**src/rtl/fetch_pkg.sv**
```systemverilog
// Shared types and constants for the instruction fetch stage.
package fetch_pkg;

  localparam int XLEN = 32;
  localparam logic [XLEN-1:0] NOP_INSTR = 32'h0000_0013;

  typedef enum logic [1:0] {
    IDLE,
    WAIT,
    FAULT
  } fetch_state_t;

endpackage

```
**src/rtl/instr_fetch_if.sv**
```systemverilog
// Instruction-memory read port: a request is held until the memory acks it.
interface instr_fetch_if;

  logic                      mem_req;
  logic [fetch_pkg::XLEN-1:0] mem_addr;
  logic [fetch_pkg::XLEN-1:0] mem_rdata;
  logic                      mem_ack;

  modport master (
    output mem_req,
    output mem_addr,
    input  mem_rdata,
    input  mem_ack
  );

  modport slave (
    input  mem_req,
    input  mem_addr,
    output mem_rdata,
    output mem_ack
  );

endinterface

```
**src/rtl/fetch_timer.sv**
```systemverilog
// Saturating wait-cycle counter; tc flags the last permitted cycle without an ack.
module fetch_timer #(
  parameter int TIMEOUT_CYCLES = 16
) (
  input  logic clk,
  input  logic rst,
  input  logic clr,
  input  logic en,
  output logic tc
);

  localparam int CW = ($clog2(TIMEOUT_CYCLES) + 1 > 5) ? $clog2(TIMEOUT_CYCLES) + 1 : 5;
  localparam logic [CW-1:0] LAST = CW'(TIMEOUT_CYCLES - 1);
  localparam logic [CW-1:0] TOP  = '1;

  logic [CW-1:0] count;

  // NOTE: state registers use non-blocking assignments so every flop samples pre-edge values.
  always_ff @(posedge clk) begin
    if (rst || clr) begin
      count <= '0;
    end else if (en && count != TOP) begin
      count <= count + 1'b1;
    end
  end

  assign tc = (count == LAST);

endmodule

```
**src/rtl/instr_fetch.sv**
```systemverilog
// Fetch stage: issues one word read per accepted PC and registers the result for decode.
module instr_fetch
  import fetch_pkg::*;
#(
  parameter int              TIMEOUT_CYCLES = 16,
  parameter logic [XLEN-1:0] RESET_INSTR    = NOP_INSTR
) (
  input  logic                clk,
  input  logic                rst,
  input  logic [XLEN-1:0]     pc,
  input  logic                fetch_en,
  input  logic                stall,
  input  logic                flush,
  instr_fetch_if.master       mem,
  output logic [XLEN-1:0]     instr,
  output logic [XLEN-1:0]     instr_pc,
  output logic                iready,
  output logic                fetch_fault,
  output logic                busy
);

  fetch_state_t state;
  logic         flush_seen;
  logic         accept;
  logic         misaligned;
  logic         timer_en;
  logic         timer_tc;

  assign accept     = (state == IDLE) && fetch_en && !stall && !flush;
  assign misaligned = (pc[1:0] != 2'b00);
  assign timer_en   = (state == WAIT) && !mem.mem_ack;
  assign busy       = (state != IDLE);

  fetch_timer #(
    .TIMEOUT_CYCLES(TIMEOUT_CYCLES)
  ) u_timer (
    .clk (clk),
    .rst (rst),
    .clr (accept),
    .en  (timer_en),
    .tc  (timer_tc)
  );

  always_ff @(posedge clk) begin
    if (rst) begin
      state        <= IDLE;
      mem.mem_req  <= 1'b0;
      mem.mem_addr <= '0;
      instr        <= RESET_INSTR;
      instr_pc     <= '0;
      iready       <= 1'b0;
      fetch_fault  <= 1'b0;
      flush_seen   <= 1'b0;
    end else begin
      // Pulse outputs fall back to zero unless a branch below raises them.
      iready      <= 1'b0;
      fetch_fault <= 1'b0;
      unique case (state)
        IDLE: begin
          if (accept) begin
            if (misaligned) begin
              fetch_fault <= 1'b1;
              state       <= FAULT;
            end else begin
              mem.mem_addr <= pc;
              mem.mem_req  <= 1'b1;
              flush_seen   <= 1'b0;
              state        <= WAIT;
            end
          end
        end
        WAIT: begin
          if (flush) flush_seen <= 1'b1;
          if (mem.mem_ack) begin
            mem.mem_req <= 1'b0;
            state       <= IDLE;
            // A redirect seen at any point of the fetch makes the returned word stale.
            if (!flush_seen && !flush) begin
              instr    <= mem.mem_rdata;
              instr_pc <= mem.mem_addr;
              iready   <= 1'b1;
            end
          end else if (timer_tc) begin
            mem.mem_req <= 1'b0;
            fetch_fault <= 1'b1;
            state       <= FAULT;
          end
        end
        FAULT: begin
          instr <= RESET_INSTR;
          state <= IDLE;
        end
        default: state <= IDLE;
      endcase
    end
  end

endmodule

```
**src/flat_wrapper.sv**
```systemverilog
// flat-port wrapper written by rule: the top's interface ports become plain ports
module instr_fetch_flat import fetch_pkg::*;
#(
  parameter int              TIMEOUT_CYCLES = 16,
  parameter logic [XLEN-1:0] RESET_INSTR    = NOP_INSTR
)
  (clk, rst, pc, fetch_en, stall, flush, instr, instr_pc, iready, fetch_fault, busy, mem_mem_req, mem_mem_addr, mem_mem_rdata, mem_mem_ack);
  instr_fetch_if mem_i ();
  input  logic clk;
  input  logic rst;
  input  logic [XLEN-1:0] pc;
  input  logic fetch_en;
  input  logic stall;
  input  logic flush;
  output logic [XLEN-1:0] instr;
  output logic [XLEN-1:0] instr_pc;
  output logic iready;
  output logic fetch_fault;
  output logic busy;
  output wire logic [$bits(mem_i.mem_req)-1:0] mem_mem_req;
  output wire logic [$bits(mem_i.mem_addr)-1:0] mem_mem_addr;
  input wire logic [$bits(mem_i.mem_rdata)-1:0] mem_mem_rdata;
  input wire logic [$bits(mem_i.mem_ack)-1:0] mem_mem_ack;
  assign mem_mem_req = mem_i.mem_req;
  assign mem_mem_addr = mem_i.mem_addr;
  assign mem_i.mem_rdata = mem_mem_rdata;
  assign mem_i.mem_ack = mem_mem_ack;
  instr_fetch #(.TIMEOUT_CYCLES(TIMEOUT_CYCLES), .RESET_INSTR(RESET_INSTR)) u_core (.clk(clk), .rst(rst), .pc(pc), .fetch_en(fetch_en), .stall(stall), .flush(flush), .mem(mem_i), .instr(instr), .instr_pc(instr_pc), .iready(iready), .fetch_fault(fetch_fault), .busy(busy));
endmodule
```
**config.mk**
```make
export PLATFORM = sky130hd
export DESIGN_NAME = instr_fetch_flat
export DESIGN_NICKNAME = d
export VERILOG_FILES = /design/src/rtl/fetch_pkg.sv /design/src/rtl/instr_fetch_if.sv /design/src/rtl/fetch_timer.sv /design/src/rtl/instr_fetch.sv /design/src/flat_wrapper.sv
export SDC_FILE = /design/constraint.sdc
export NUM_CORES = 1
export LEC_CHECK = 0
export CELL_PAD_IN_SITES_DETAIL_PLACEMENT = 0
export CELL_PAD_IN_SITES_GLOBAL_PLACEMENT = 2
export CORE_AREA = 5 5 119 121
export CTS_CLUSTER_DIAMETER = 80
export DETAILED_ROUTE_END_ITERATION = 8
export DIE_AREA = 0 0 124 126
export DONT_BUFFER_PORTS = 1
export PLACE_DENSITY = 0.78
export SYNTH_ARGS = -nofsm -noshare
export SYNTH_HDL_FRONTEND = slang
export SYNTH_SLANG_ARGS = --single-unit
export TNS_END_PERCENT = 10
```
**constraint.sdc**
```tcl
create_clock -name clk -period 1.9 [get_ports clk]
set_input_delay 0.57 -clock clk [delete_from_list [all_inputs] [get_ports clk]]
set_output_delay 0.57 -clock clk [all_outputs]
set_load 0.03 [all_outputs]
```
# Word-level counts from Yosys, hierarchy flattened
# Index checks and enable logic that the tools add are counted.
# W data, S select, Z words.
[totals]
reg_bits = 107
in_bits = 70
output_inout_bits = 100
[op_classes]
add_sub_neg = 1
eq_ne = 10
muxes = 23
bitwise = 3
reduce_logical = 23
[op_table]
columns = ["cell", "n"]
rows = [
  ["$mux W32", 2],
  ["$pmux W32 S2", 1],
  ["$mux W1", 12],
  ["$ne A2 B2 Y1 const B", 5],
  ["$reduce_and A3 Y1", 3],
  ["$mux W2", 4],
  ["$reduce_and A4 Y1", 2],
  ["$reduce_bool A2 Y1", 4],
  ["$logic_and A1 B1 Y1", 6],
  ["$pmux W1 S2", 3],
  ["$add A5 B1 Y5 const B", 1],
  ["$eq A5 B4 Y1 const B", 1],
  ["$ne A5 B5 Y1 const B", 1],
  ["$logic_not A1 Y1", 4],
  ["$pmux W2 S2", 1],
  ["$ne A3 B2 Y1 const B", 1],
  ["$not A1 Y1", 3],
  ["$reduce_or A3 Y1", 1],
  ["$eq A2 B1 Y1 const B", 1],
  ["$eq A2 B2 Y1 const B", 1],
  ["$logic_not A2 Y1", 1],
  ["$reduce_and A2 Y1", 1],
  ["$logic_or A1 B1 Y1", 1],
]

# Longest topological paths before layout
[depth]
depth_word = 6
depth_mapped = 6
mapped_depth_nobuf = 6

# Modules after synthesis
# From an unflattened synthesis, not the netlist that was laid out.
[unflattened]
hier_cells = 376
area_unflattened_um2 = 4142.7
[modules_own_cells]
columns = ["module", "instances", "cells_per_inst", "area_per_inst_um2", "seq_area_each_um2"]
rows = [
  ["instr_fetch", 1, 349, 3888.7, 2042.0],
  ["fetch_timer", 1, 27, 254.0, 100.1],
]

# Worst setup path after synthesis
# No wires, ideal clock.
[synth_path]
path_type = "register to register"
start = "register u_core.u_timer.count[0]"
end = "register u_core.u_timer.count[3]"
setup_time_ns = 0.070
arrival_ns = 1.852
slack_ns = -0.022
path_stages_with_launch = 7
n_path_buf = 0
period_less_slack_ns = 1.922
cell_sequence = "dfxtp_1 > ha_1 > and3_1 > ha_1 > or4b_4 > or3_1 > a21oi_1"
[synth_via]
elab_chain_len = 2
word_cells_on_any_way = 3
classes_between = "1 x add/sub; 1 x eq/ne; 1 x reduce/logical"
[synth_rtl]
columns = ["item", "line_no", "source"]
rows = [
  ["from (decl)", "fetch_timer.sv:16", "logic [CW-1:0] count;"],
  ["from (signal assigned)", "fetch_timer.sv:23", "count <= count + 1'b1;"],
  ["parallel branches: the longest is 2 deep, another holds $add A5 B1 Y5", "n/a", ""],
]
# Parallel ways; which one is timed is not known.
# A chain may end at the register's enable or synchronous reset.

# Final worst setup path
[layout_path]
start = "register u_core.u_timer.count[0]"
end = "register u_core.u_timer.count[2]"
# Same word-level chain as after synthesis.

==> results.sh <==
export IMPL_clk_pin_slew_ns=0.07
export IMPL_maxCapViolCount=0
export IMPL_cpPeakStageDelay_ns=0.49
export IMPL_ios=170
export IMPL_cts_inserted_buffers=9
export IMPL_fillers=1349
export IMPL_peakVddDrop_mv=0.366
export IMPL_gp_congestion=0.726
export IMPL_drt_iter0_drc=136
export IMPL_cp_top_family="simple AND/OR/NAND/NOR gates"
export IMPL_vias_per_cell=5.29
export IMPL_drc=0
export IMPL_p_leak_nw=1.51
export IMPL_synth_seq_cells=107
export IMPL_arrival_ns=2.12
export IMPL_syn_area_um2=4040
export IMPL_vias=3142
export IMPL_die_y_um=126
export IMPL_finalPower_mw=4.22
export IMPL_grt_pass1_vias=3194
export IMPL_cts_tree="built"
export IMPL_worst_pin_slew_ns=0.432
export IMPL_cts_sinks=107
export IMPL_synth_seq_area_share_pct=53.0
export IMPL_fin_cells=594
export IMPL_htreeDepth=3
export IMPL_core_area_um2=13000
export IMPL_clock_path_buffers=2
export IMPL_drive_above_1_share_pct=11.7
export IMPL_area_growth_pct=14.1
export IMPL_final_nets=486
export IMPL_clock_root_buffer="clkbuf_16"
export IMPL_status="completed"
export IMPL_die_area_um2=15600
export IMPL_cts_hold_buffers=0
export IMPL_yosys_top_cells_area="dfxtp_1 (53%), o21ai_1 (6.7%), nand4b_1 (6.5%), a22o_1 (6.3%), nand3_1 (4.8%)"
export IMPL_wl_per_cell_um=19.6
export IMPL_postSynthAreaPerCell_um2=9.54
export IMPL_dr_pass1_iters=4
export IMPL_synthFlopType="dfxtp_1"
export IMPL_yosys_top_cells_count="dfxtp_1 (107), o21ai_1 (54), nand3_1 (39)"
export IMPL_worstSetupEndpointType="register"
export IMPL_worstPathCellList="ha_4 -> and3_4 -> ha_2 -> or4b_4 -> or3_1 -> a21oi_1"
export IMPL_gr_total_overflow=0
export IMPL_synth_top_area_cell="dfxtp_1"
export IMPL_grt_pass1_wl_um=17700
export IMPL_netlist_instances=424
export IMPL_antenna_cells=0
export IMPL_clock_skew_ns=0.00739
export IMPL_std_cell_rows=42
export IMPL_critPathBufInv=0
export IMPL_max_slew_margin_rel_pct=71.1
export IMPL_synth_most_common_cell="dfxtp_1"
export IMPL_p_per_area_nw_per_um2=914
export IMPL_synth_edff_count=0
export IMPL_min_period_ns=1.85
export IMPL_ys_warn_count=0
export IMPL_postCtsSetupRepairBufs=0
export IMPL_worstSkewPairLatency_ns=0.35
export IMPL_hold_viol_final=0
export IMPL_rsz0062_at_grt="true"
export IMPL_crit_fanout=3
export IMPL_hold_class="in2reg"
export IMPL_antenna_found_initial=0
export IMPL_portBuffers=0
export IMPL_drv_slew=0
export IMPL_synthArstFlopShare_pct=0
export IMPL_synthesis_nets=497
export IMPL_drtAntennaViolNets=0
export IMPL_routed_wl_um=11700
export IMPL_start_util_pct=31.2
export IMPL_worstSetupPathType="reg2reg"
export IMPL_hold_ws_ns=0.299
export IMPL_cp_slowest_cell="or4b_4"
export IMPL_fmax_ghz=0.541
export IMPL_dp_cells=578
export IMPL_yosysUniqueCellTypes=35
export IMPL_start_kind="register"
export IMPL_die_w_um=124
export IMPL_grt_max_degree=104
export IMPL_dp_hpwl_um=8050
export IMPL_synth_top_cell_area_share_pct=53.0
export IMPL_setup_viol=0
export IMPL_required_ns=2.17
export IMPL_grt_usage_pct=14.6
export IMPL_period_share_pct=97.3
layout by cell type, fill, tap and decap left out, drive strengths merged, types with 2 or more instances in the layout:
| cell type | count |
|---|---|
| a211oi | 3 |
| a21oi | 38 |
| a22o | 29 |
| buf | 20 |
| clkbuf | 11 |
| clkinv | 5 |
| dfxtp | 107 |
| ha | 3 |
| inv | 4 |
| nand2 | 4 |
| nand2b | 31 |
| nand3 | 39 |
| nand4b | 30 |
| nor2 | 4 |
| nor3 | 2 |
| nor3b | 3 |
| o21ai | 68 |
| or3 | 3 |
final cells by class:
cell class              count  area (um2)  area share, %
inverters                   5        18.8          0.407
clock buffers              11         233           5.04
multi-input cells         270        1760           38.1
well taps                 176         220           4.77
repair buffers             20         188           4.07
clock inverters             5        53.8           1.17
flip-flops and latches    107        2140           46.5
power by group:
part	total, mW	switching [mW]	internal [mW]
Combinational	0.112	0.0625	0.0492
Clock	1.82	0.797	1.02
Sequential	2.29	0.0356	2.25
through the flow:
stage                     util [%]  TNS [ns]  instance area [um2]  worst slack [ns]
after floorplan                  -         0                 4050            0.0146
after global placement        33.1         0                 4300            0.0133
after detailed placement      33.1   -0.0331                 4300           -0.0216
after CTS                     35.4         0                 4590           0.00817
after global routing          35.6   -0.0124                 4610          -0.00864
final                         35.6         0                 4610            0.0506
routing by layer:
| layer | share of wire (%) | up-vias | global-route usage [%] |
|---|---|---|---|
| met4 | 2.2 | 0 | 6.51 |
| li1 | - | 1518 | - |
| met3 | 12 | 17 | 6.95 |
| met1 | 38 | 1478 | 15.7 |
| met5 | 0 | - | 0 |
| met2 | 48 | 129 | 24.2 |
state kept, by name, indices dropped and copies added (netlist names):
signal,cells
u_core.instr,32
u_core.iready,1
u_core.fetch_fault,1
u_core.u_timer.count,5
u_core.mem.mem_req,1
u_core.instr_pc,32
u_core.state,2
u_core.mem.mem_addr,32
u_core.flush_seen,1
path summary, 6_finish.rpt:
check / start / to / slack (ns) / cells past startpoint
max: u_core.u_timer.count[0]$_SDFFE_PP0P_ / u_core.u_timer.count[2]$_SDFFE_PP0P_ / 0.05 / 6
min: rst / u_core.instr_pc[0]$_SDFFE_PP0P_ / 0.30 / 1
max reg2reg: u_core.u_timer.count[0]$_SDFFE_PP0P_ / u_core.u_timer.count[2]$_SDFFE_PP0P_ / 0.05 / 6
min reg2reg: u_core.u_timer.count[3]$_SDFFE_PP0P_ / u_core.u_timer.count[3]$_SDFFE_PP0P_ / 0.51 / 2
cells by family after synthesis:
logic type,Yosys count,share of synthesized area (%)
buf+inv,47,4.92
xor+xnor,1,0.217
flops,107,53.0
simple gates,124,20.1
compound gates,142,20.9
fa+ha+maj,3,0.928
timing repair:
item                       in CTS  in global routing
pin swaps                       0                  3
setup endpoints to repair       2                  3
resized for setup               1                  7
(Power assumes the default switching activity.)
